File: src/rtl/crop_pkg.sv
// Shared types and constants for the crop sequencer and its address generator.
package crop_pkg;

  typedef enum logic [2:0] {
    IDLE  = 3'd0,
    SCAN  = 3'd1,
    CHECK = 3'd2,
    COPY  = 3'd3,
    DRAIN = 3'd4,
    DONE  = 3'd5
  } state_e;

  localparam int CROP_MARGIN = 2;

endpackage

File: src/rtl/crop_addr_gen.sv
// Walks the crop box row-major: source address (row_base + x), last-pixel flag
// and the destination write pointer. Loaded once per crop, stepped once per read.
module crop_addr_gen
  import crop_pkg::*;
#(
  parameter int IMG_W  = 256,
  parameter int ADDR_W = 16,
  parameter int XW     = 8,
  parameter int YW     = 8
) (
  input  logic              clk,
  input  logic              rst,
  input  logic              load_i,
  input  logic              step_i,
  input  logic              wr_i,
  input  logic [XW-1:0]     left_i,
  input  logic [XW-1:0]     right_i,
  input  logic [YW-1:0]     top_i,
  input  logic [YW-1:0]     bottom_i,
  output logic [ADDR_W-1:0] addr_o,
  output logic              last_o,
  output logic [ADDR_W-1:0] dst_ptr_o
);

  localparam logic [ADDR_W-1:0] ROW_STEP = ADDR_W'(IMG_W);

  logic [XW-1:0]     x_q, left_q, right_q;
  logic [YW-1:0]     y_q, bottom_q;
  logic [ADDR_W-1:0] row_base_q, dst_ptr_q;

  // The only multiply happens at load time; stepping uses additions alone.
  always_ff @(posedge clk or posedge rst) begin
    if (rst) begin
      x_q        <= '0;
      y_q        <= '0;
      left_q     <= '0;
      right_q    <= '0;
      bottom_q   <= '0;
      row_base_q <= '0;
      dst_ptr_q  <= '0;
    end else if (load_i) begin
      x_q        <= left_i;
      y_q        <= top_i;
      left_q     <= left_i;
      right_q    <= right_i;
      bottom_q   <= bottom_i;
      row_base_q <= ADDR_W'(top_i) * ROW_STEP;
      dst_ptr_q  <= '0;
    end else begin
      if (step_i) begin
        if (x_q == right_q) begin
          x_q        <= left_q;
          y_q        <= y_q + YW'(1);
          row_base_q <= row_base_q + ROW_STEP;
        end else begin
          x_q <= x_q + XW'(1);
        end
      end
      if (wr_i) begin
        dst_ptr_q <= dst_ptr_q + ADDR_W'(1);
      end
    end
  end

  assign addr_o    = row_base_q + ADDR_W'(x_q);
  assign last_o    = (x_q == right_q) && (y_q == bottom_q);
  assign dst_ptr_o = dst_ptr_q;

endmodule

File: src/rtl/crop_sequencer.sv
// Crop controller: runs the bbox engine, validates the box, then copies it row-major
// into the destination RAM. Define CROP_MARGIN_EN to grow the box by CROP_MARGIN per side.
module crop_sequencer
  import crop_pkg::*;
#(
  parameter int IMG_W  = 256,
  parameter int IMG_H  = 256,
  parameter int PIX_W  = 24,
  parameter int ADDR_W = 16,
  parameter int XW     = 8,
  parameter int YW     = 8
) (
  input  logic              CLOCK_50,
  input  logic              reset,
  input  logic              start,
  output logic              busy,
  output logic              done,
  output logic              err,
  output logic              bbox_start,
  input  logic              bbox_done,
  input  logic              bbox_empty,
  input  logic [XW-1:0]     bbox_left,
  input  logic [XW-1:0]     bbox_right,
  input  logic [YW-1:0]     bbox_top,
  input  logic [YW-1:0]     bbox_bottom,
  output logic              ram_sel,
  output logic [ADDR_W-1:0] src_addr,
  output logic              src_rd,
  input  logic [PIX_W-1:0]  src_rdata,
  output logic [ADDR_W-1:0] dst_addr,
  output logic              dst_we,
  output logic [PIX_W-1:0]  dst_wdata,
  output logic [XW:0]       crop_w,
  output logic [YW:0]       crop_h
);

  localparam logic [XW:0] IMG_W_X = (XW+1)'(IMG_W);
  localparam logic [YW:0] IMG_H_Y = (YW+1)'(IMG_H);

  state_e state_q, state_d;

  logic [XW-1:0]     left_q, right_q;
  logic [YW-1:0]     top_q, bottom_q;
  logic              empty_q, err_q, bbox_start_q, wr_pend_q;
  logic [XW:0]       crop_w_q;
  logic [YW:0]       crop_h_q;
  logic              start_acc, ag_load, ag_last, box_bad;
  logic [ADDR_W-1:0] ag_addr, ag_dst_ptr;
  logic [XW-1:0]     exp_l;
  logic [XW:0]       exp_r;
  logic [YW-1:0]     exp_t;
  logic [YW:0]       exp_b;

  assign box_bad = empty_q || (left_q > right_q) || (top_q > bottom_q) ||
                   ({1'b0, right_q} >= IMG_W_X) || ({1'b0, bottom_q} >= IMG_H_Y);

`ifdef CROP_MARGIN_EN
  localparam logic [XW-1:0] MARGIN_X  = XW'(CROP_MARGIN);
  localparam logic [XW:0]   MARGIN_XE = (XW+1)'(CROP_MARGIN);
  localparam logic [YW-1:0] MARGIN_Y  = YW'(CROP_MARGIN);
  localparam logic [YW:0]   MARGIN_YE = (YW+1)'(CROP_MARGIN);
  localparam logic [XW:0]   X_MAX     = IMG_W_X - (XW+1)'(1);
  localparam logic [YW:0]   Y_MAX     = IMG_H_Y - (YW+1)'(1);

  // Expansion is computed from the raw box; only a box that passed validation is loaded.
  assign exp_l = (left_q >= MARGIN_X) ? left_q - MARGIN_X : '0;
  assign exp_t = (top_q >= MARGIN_Y) ? top_q - MARGIN_Y : '0;
  assign exp_r = ({1'b0, right_q} + MARGIN_XE > X_MAX) ? X_MAX : {1'b0, right_q} + MARGIN_XE;
  assign exp_b = ({1'b0, bottom_q} + MARGIN_YE > Y_MAX) ? Y_MAX : {1'b0, bottom_q} + MARGIN_YE;
`else
  assign exp_l = left_q;
  assign exp_t = top_q;
  assign exp_r = {1'b0, right_q};
  assign exp_b = {1'b0, bottom_q};
`endif

  always_comb begin
    state_d   = state_q;
    busy      = 1'b0;
    done      = 1'b0;
    ram_sel   = 1'b0;
    src_rd    = 1'b0;
    ag_load   = 1'b0;
    start_acc = 1'b0;
    case (state_q)
      IDLE: begin
        if (start) begin
          state_d   = SCAN;
          start_acc = 1'b1;
        end
      end
      SCAN: begin
        busy = 1'b1;
        if (bbox_done) state_d = CHECK;
      end
      CHECK: begin
        busy    = 1'b1;
        ag_load = !box_bad;
        state_d = box_bad ? DONE : COPY;
      end
      COPY: begin
        busy    = 1'b1;
        ram_sel = 1'b1;
        src_rd  = 1'b1;
        if (ag_last) state_d = DRAIN;
      end
      // Source port stays ours until the last returned pixel has been written.
      DRAIN: begin
        busy    = 1'b1;
        ram_sel = 1'b1;
        state_d = DONE;
      end
      DONE: begin
        done = 1'b1;
        if (start) begin
          state_d   = SCAN;
          start_acc = 1'b1;
        end
      end
      default: state_d = IDLE;
    endcase
  end

  always_ff @(posedge CLOCK_50 or posedge reset) begin
    if (reset) begin
      state_q      <= IDLE;
      left_q       <= '0;
      right_q      <= '0;
      top_q        <= '0;
      bottom_q     <= '0;
      empty_q      <= 1'b0;
      err_q        <= 1'b0;
      bbox_start_q <= 1'b0;
      wr_pend_q    <= 1'b0;
      crop_w_q     <= '0;
      crop_h_q     <= '0;
    end else begin
      state_q      <= state_d;
      bbox_start_q <= start_acc;
      wr_pend_q    <= src_rd;
      if (start_acc) err_q <= 1'b0;
      if (state_q == SCAN && bbox_done) begin
        left_q   <= bbox_left;
        right_q  <= bbox_right;
        top_q    <= bbox_top;
        bottom_q <= bbox_bottom;
        empty_q  <= bbox_empty;
      end
      if (state_q == CHECK) begin
        err_q <= box_bad;
        if (!box_bad) begin
          crop_w_q <= exp_r - {1'b0, exp_l} + (XW+1)'(1);
          crop_h_q <= exp_b - {1'b0, exp_t} + (YW+1)'(1);
        end
      end
    end
  end

  crop_addr_gen #(
    .IMG_W  (IMG_W),
    .ADDR_W (ADDR_W),
    .XW     (XW),
    .YW     (YW)
  ) u_addr_gen (
    .clk       (CLOCK_50),
    .rst       (reset),
    .load_i    (ag_load),
    .step_i    (src_rd),
    .wr_i      (wr_pend_q),
    .left_i    (exp_l),
    .right_i   (exp_r[XW-1:0]),
    .top_i     (exp_t),
    .bottom_i  (exp_b[YW-1:0]),
    .addr_o    (ag_addr),
    .last_o    (ag_last),
    .dst_ptr_o (ag_dst_ptr)
  );

  assign bbox_start = bbox_start_q;
  assign err        = err_q;
  assign crop_w     = crop_w_q;
  assign crop_h     = crop_h_q;
  assign src_addr   = src_rd ? ag_addr : '0;
  assign dst_we     = wr_pend_q;
  assign dst_addr   = wr_pend_q ? ag_dst_ptr : '0;
  assign dst_wdata  = wr_pend_q ? src_rdata : '0;

endmodule
File: config.mk
export PLATFORM = sky130hd
export DESIGN_NAME = crop_sequencer
export DESIGN_NICKNAME = d
export VERILOG_FILES = /design/src/rtl/crop_pkg.sv /design/src/rtl/crop_addr_gen.sv /design/src/rtl/crop_sequencer.sv
export SDC_FILE = /design/constraint.sdc
export NUM_CORES = 1
export LEC_CHECK = 0
export CAP_MARGIN = 15
export CORE_UTILIZATION = 56
export DETAILED_ROUTE_END_ITERATION = 7
export HOLD_SLACK_MARGIN = 0.05
export PLACE_DENSITY_LB_ADDON = 0.3
export REMOVE_ABC_BUFFERS = 1
export SLEW_MARGIN = 20
export SYNTH_ARGS = -nofsm -noshare
export SYNTH_HDL_FRONTEND = slang
export SYNTH_SLANG_ARGS = --single-unit
File: constraint.sdc
create_clock -name CLOCK_50 -period 11.4 [get_ports CLOCK_50]
set_clock_uncertainty 0.15 [all_clocks]
set_input_delay 2.85 -clock CLOCK_50 [delete_from_list [all_inputs] [get_ports CLOCK_50]]
set_output_delay 2.85 -clock CLOCK_50 [all_outputs]
set_load 0.02 [all_outputs]
**Yosys cells after proc, flatten, opt, wreduce, memory -nomap -nowiden**

Cells that the tools add are included.

- Word-level logic and storage cells: 84
- Input port bits: 61
- Bits in registers: 129
- Output and inout bits: 81

- $add $sub $neg: 9
- Reduce and logical (&&, ||, !) cells: 16
- Muxes and demuxes: 28
- Equality and inequality tests: 10
- $lt $le $gt $ge: 2
- Bitwise logic cells: 1

Operator list:

| cell | count |
|---|---|
| 16-bit two-way mux | 7 |
| 8-bit two-way mux | 6 |
| 24-bit two-way mux | 1 |
| 9-bit by 1-bit adder with 9-bit output, second input constant | 2 |
| 8-bit by 8-bit subtractor with 9-bit output | 2 |
| 16-bit by 1-bit adder with 16-bit output, second input constant | 1 |
| 16-bit by 8-bit adder with 16-bit output | 1 |
| 16-bit by 9-bit adder with 16-bit output, second input constant | 1 |
| 8-bit by 1-bit adder with 8-bit output, second input constant | 2 |
| 8-bit == test | 2 |
| 8-bit greater-than comparator | 2 |
| 3-bit case mux with 5 select lines | 1 |
| 3-bit two-way mux | 4 |
| 1-bit two-way mux | 9 |
| 2-bit nonzero test | 4 |
| 3-bit by 2-bit == test with 1-bit output, second input constant | 2 |
| 3-bit == test, second input constant | 2 |
| 2-bit != test, second input constant | 2 |
| 2-bit AND reduction | 2 |
| 2-bit OR reduction | 2 |
| 4-bit OR reduction | 1 |
| 3-bit by 1-bit == test with 1-bit output, second input constant | 1 |
| 3-bit zero test | 1 |
| 3-bit AND reduction | 1 |
| other kinds (5) | 7 |

**Depth between registers and ports, before layout**

- Word-level depth: 7
- Depth in mapped cells: 12
- Depth with buffers taken out: 12

**Hierarchy**

From an unflattened synthesis, not the netlist that was laid out.

- Cell total of the unflattened synthesis: 724
- Area total of the unflattened synthesis: 7,154.4 um^2

By module, submodules not included:

| module | instances | sequential area each (um^2) | cells each | area an instance (um^2) |
|---|---|---|---|---|
| crop_sequencer | 1 | 1,426.4 | 404 | 3,779.9 |
| crop_addr_gen | 1 | 1,601.5 | 320 | 3,374.5 |

**Worst setup path after synthesis**

OpenSTA, ideal clock, no wires.

- Kind: input to output
- From: input src_rdata[0]
- To: output dst_wdata[0]
- Cell stages on the path: 1
- Required time: 8.400 ns
- Buffers on the path: 0
- Slack: 5.334 ns
- Arrival: 3.066 ns
- Path through: and2_1

- Cells in the longest elaborated chain, start to end: 1

RTL lines:

| item | RTL line | RTL |
|---|---|---|
| start, declared | crop_sequencer.sv:29 | `input logic [PIX_W-1:0] src_rdata,` |
| 24-bit two-way mux | crop_sequencer.sv:186 | `assign dst_wdata = wr_pend_q ? src_rdata : '0;` |
| end, declared | crop_sequencer.sv:32 | `output logic [PIX_W-1:0] dst_wdata,` |

No other way between the ends.

**Worst setup path in the final report**

- From: input src_rdata[8]
- To: output dst_wdata[8]

The elaborated chain is that of the path after synthesis.

==> impl_metrics.ini <==
[timing]
tightest_slew_ps = 826
timing.fmax_mhz = 142
setup_violations = 0
rsz0062_at_grt = no
post-route-period-util_pct = 61.9
hold_violations = 0
maxSlewHeadroom_pct = 44.9
timing.final.crit_period_ps = 7060
drv_slew = 0
setup-tns-final_ps = 0
holdWs_ps = 335

[placed_design]
place_area_um2 = 8460
place_congestion = 0.858
port_buffers = 141
dp_hpwl_um = 11900
place_inst = 971

[setup_path]
reg2regPathDepth = 9
cp-end-kind = output pin
arrival_ps = 4060
critical_path_required_ps = 8400
start_kind = input port
critPathKind = input port to output pin
cp_max_fo = 1

[power_and_ir_drop]
power_frac_seq_pct = 30.2
swShare_pct = 40.8
pwr-share-comb_pct = 51.1
pwr_density_cell_nw_per_um2 = 300
power.internal_mw = 1.61
ir_drop_mv = 0.202
leakage_nw = 4.01
power_frac_clock_pct = 18.7
p_switching_mw = 1.11

[detailed_routing]
firstDrtPassIters = 4
drt-vias-per-instance = 5.53
drt_wl_total_um = 16700
drt_iter0_drc = 328
wl_per_cell_um = 16.7
vias = 5534
ant_nets = 0
drc = 0

[global_route]
grt_pass1_wl_um = 27800
grt_pass1_vias = 5818
antenna_found_initial = 0
overflow = 0
grt_max_degree = 77
track_usage_pct = 28.0

[flow_run]
drv_cap = 0

[cells_and_area]
layout_common_cells = clkdlybuf4s50_1, dfrtp_1, nand2_1, and2_1, ha_1
diodes = 0
layout_commonest_cell = clkdlybuf4s50_1
fin_area_um2 = 9030
area_delta_synth_final_pct = 29.7
layout.cells.non_filler = 1000
drive_above_1_share_pct = 10.2
nets = 934
largest_reg_flops = 16

[logic_synthesis]
yosysSeqAreaShare_pct = 43.5
synth_seq_cells = 121
avgSynthCellArea_um2 = 10.1
synth-main-ff-cell = dfrtp_1
ys_types = 51
syn_inst = 686
synth_area_um2 = 6960
yosysWarnings = 0
synth-edff-count = 0
synthArstFlopShare_pct = 100

[clock_tree]
clk_latency_ps = 420
numCtsBuffers = 17
clock_path_buffers = 2
root_buffer = clkbuf_16
clk_transition_reported_paths_ps = 50
cts_setup_buffers = 0
cts_tree = done
cts_sinks = 121
postCtsHoldBufs = 0
post_cts_resized = 0
htreeDepth = 4

[die]
dieArea_um2 = 12900
pin_count = 142
start_util_pct = 57.7
die_x_um = 113
core_um2 = 12100
dieHeight_um = 113
rows = 40

[status]
outcome = completed

[worst_hold_path]
min_path_cells = 1
hold_path.class = flop to flop
-- metal layers --
| layer | vias to the layer above | GRT usage (%) | wire (um) |
|---|---|---|---|
| li1 | 2612 | - | - |
| met1 | 2686 | 32.9 | 6710 |
| met2 | 203 | 48.3 | 8560 |
| met3 | 33 | 6.16 | 1140 |
| met4 | 0 | 13.9 | 336 |
| met5 | - | 0 | 0 |
-- power by group through the flow --
stage               combinational, mW  clock (mW)  sequential [mW]
floorplan                       0.917           0            0.798
global placement                 1.30           0            0.802
detailed placement               1.36           0            0.820
CTS                              1.39       0.512            0.816
global route                     1.53       0.528            0.846
finish                           1.39       0.507            0.820
-- worst max-delay path, stage by stage --
cell	delay (ps)
clkdlybuf4s50_1	480
and2_1	130
clkdlybuf4s50_1	600
-- worst paths after layout --
kind	slack [ps]	end	start
max in group asynchronous	7320	crop_h[1]$_DFFE_PP0P_	reset
min	340	u_addr_gen.bottom_q[1]$_DFFE_PP0P_	bottom_q[1]$_DFFE_PP0P_
min in group asynchronous	2700	u_addr_gen.row_base_q[12]$_DFFE_PP0P_	reset
min reg2reg	340	u_addr_gen.bottom_q[1]$_DFFE_PP0P_	bottom_q[1]$_DFFE_PP0P_
max	4340	dst_wdata[8]	src_rdata[8]
max reg2reg	7380	u_addr_gen.right_q[0]$_DFFE_PP0P_	right_q[7]$_DFFE_PP0P_
-- synth_stat cells, drive strengths merged, types with 9 or more instances --
cell	number	share of area, %
a21oi	27	1.9
a221o	18	2.6
and2	61	5.5
buf	9	1.4
clkbuf	20	1.1
dfrtp	121	44
ha	49	8.8
inv	43	2.3
mux2	44	7.1
mux2i	9	1.3
nand2	60	3.3
nand3	18	1.3
nand4	9	0.81
nor2	42	2.3
o21ai	39	2.8
xnor2	34	4.3
xor2	22	2.8
-- layout make-up --
type / count / area, um2
flip-flops and latches: 121 / 3030
repair buffers: 146 / 1450
well taps: 168 / 210
inverters: 43 / 164
clock inverters: 2 / 35.0
fillers: 812 / 3040
clock buffers: 27 / 523
multi-input cells: 493 / 3610
-- metrics by stage --
stage | power (mW) | utilization (%) | worst slack (ps)
after floorplan | 1.71 | - | 4990
after global placement | 2.10 | 70.2 | 4310
after detailed placement | 2.18 | 70.2 | 4320
after CTS | 2.72 | 74.8 | 4310
after global routing | 2.90 | 74.8 | 4290
final | 2.71 | 74.8 | 4340
-- cell families (layout without fill, tap and decap cells) --
family | Yosys count | count (layout) | share of synthesized area [%]
AND/OR/NAND/NOR | 221 | 221 | 16.1
flip-flops | 121 | 121 | 43.5
AO/OA/AOI/OAI | 111 | 111 | 10.6
buffers and inverters | 72 | 218 | 4.76
XOR/XNOR | 56 | 56 | 7.05
multiplexers | 53 | 53 | 8.41
adder cells (fa/ha/maj) | 52 | 52 | 9.53
No activity file was read; power rests on OpenSTA's default activity.
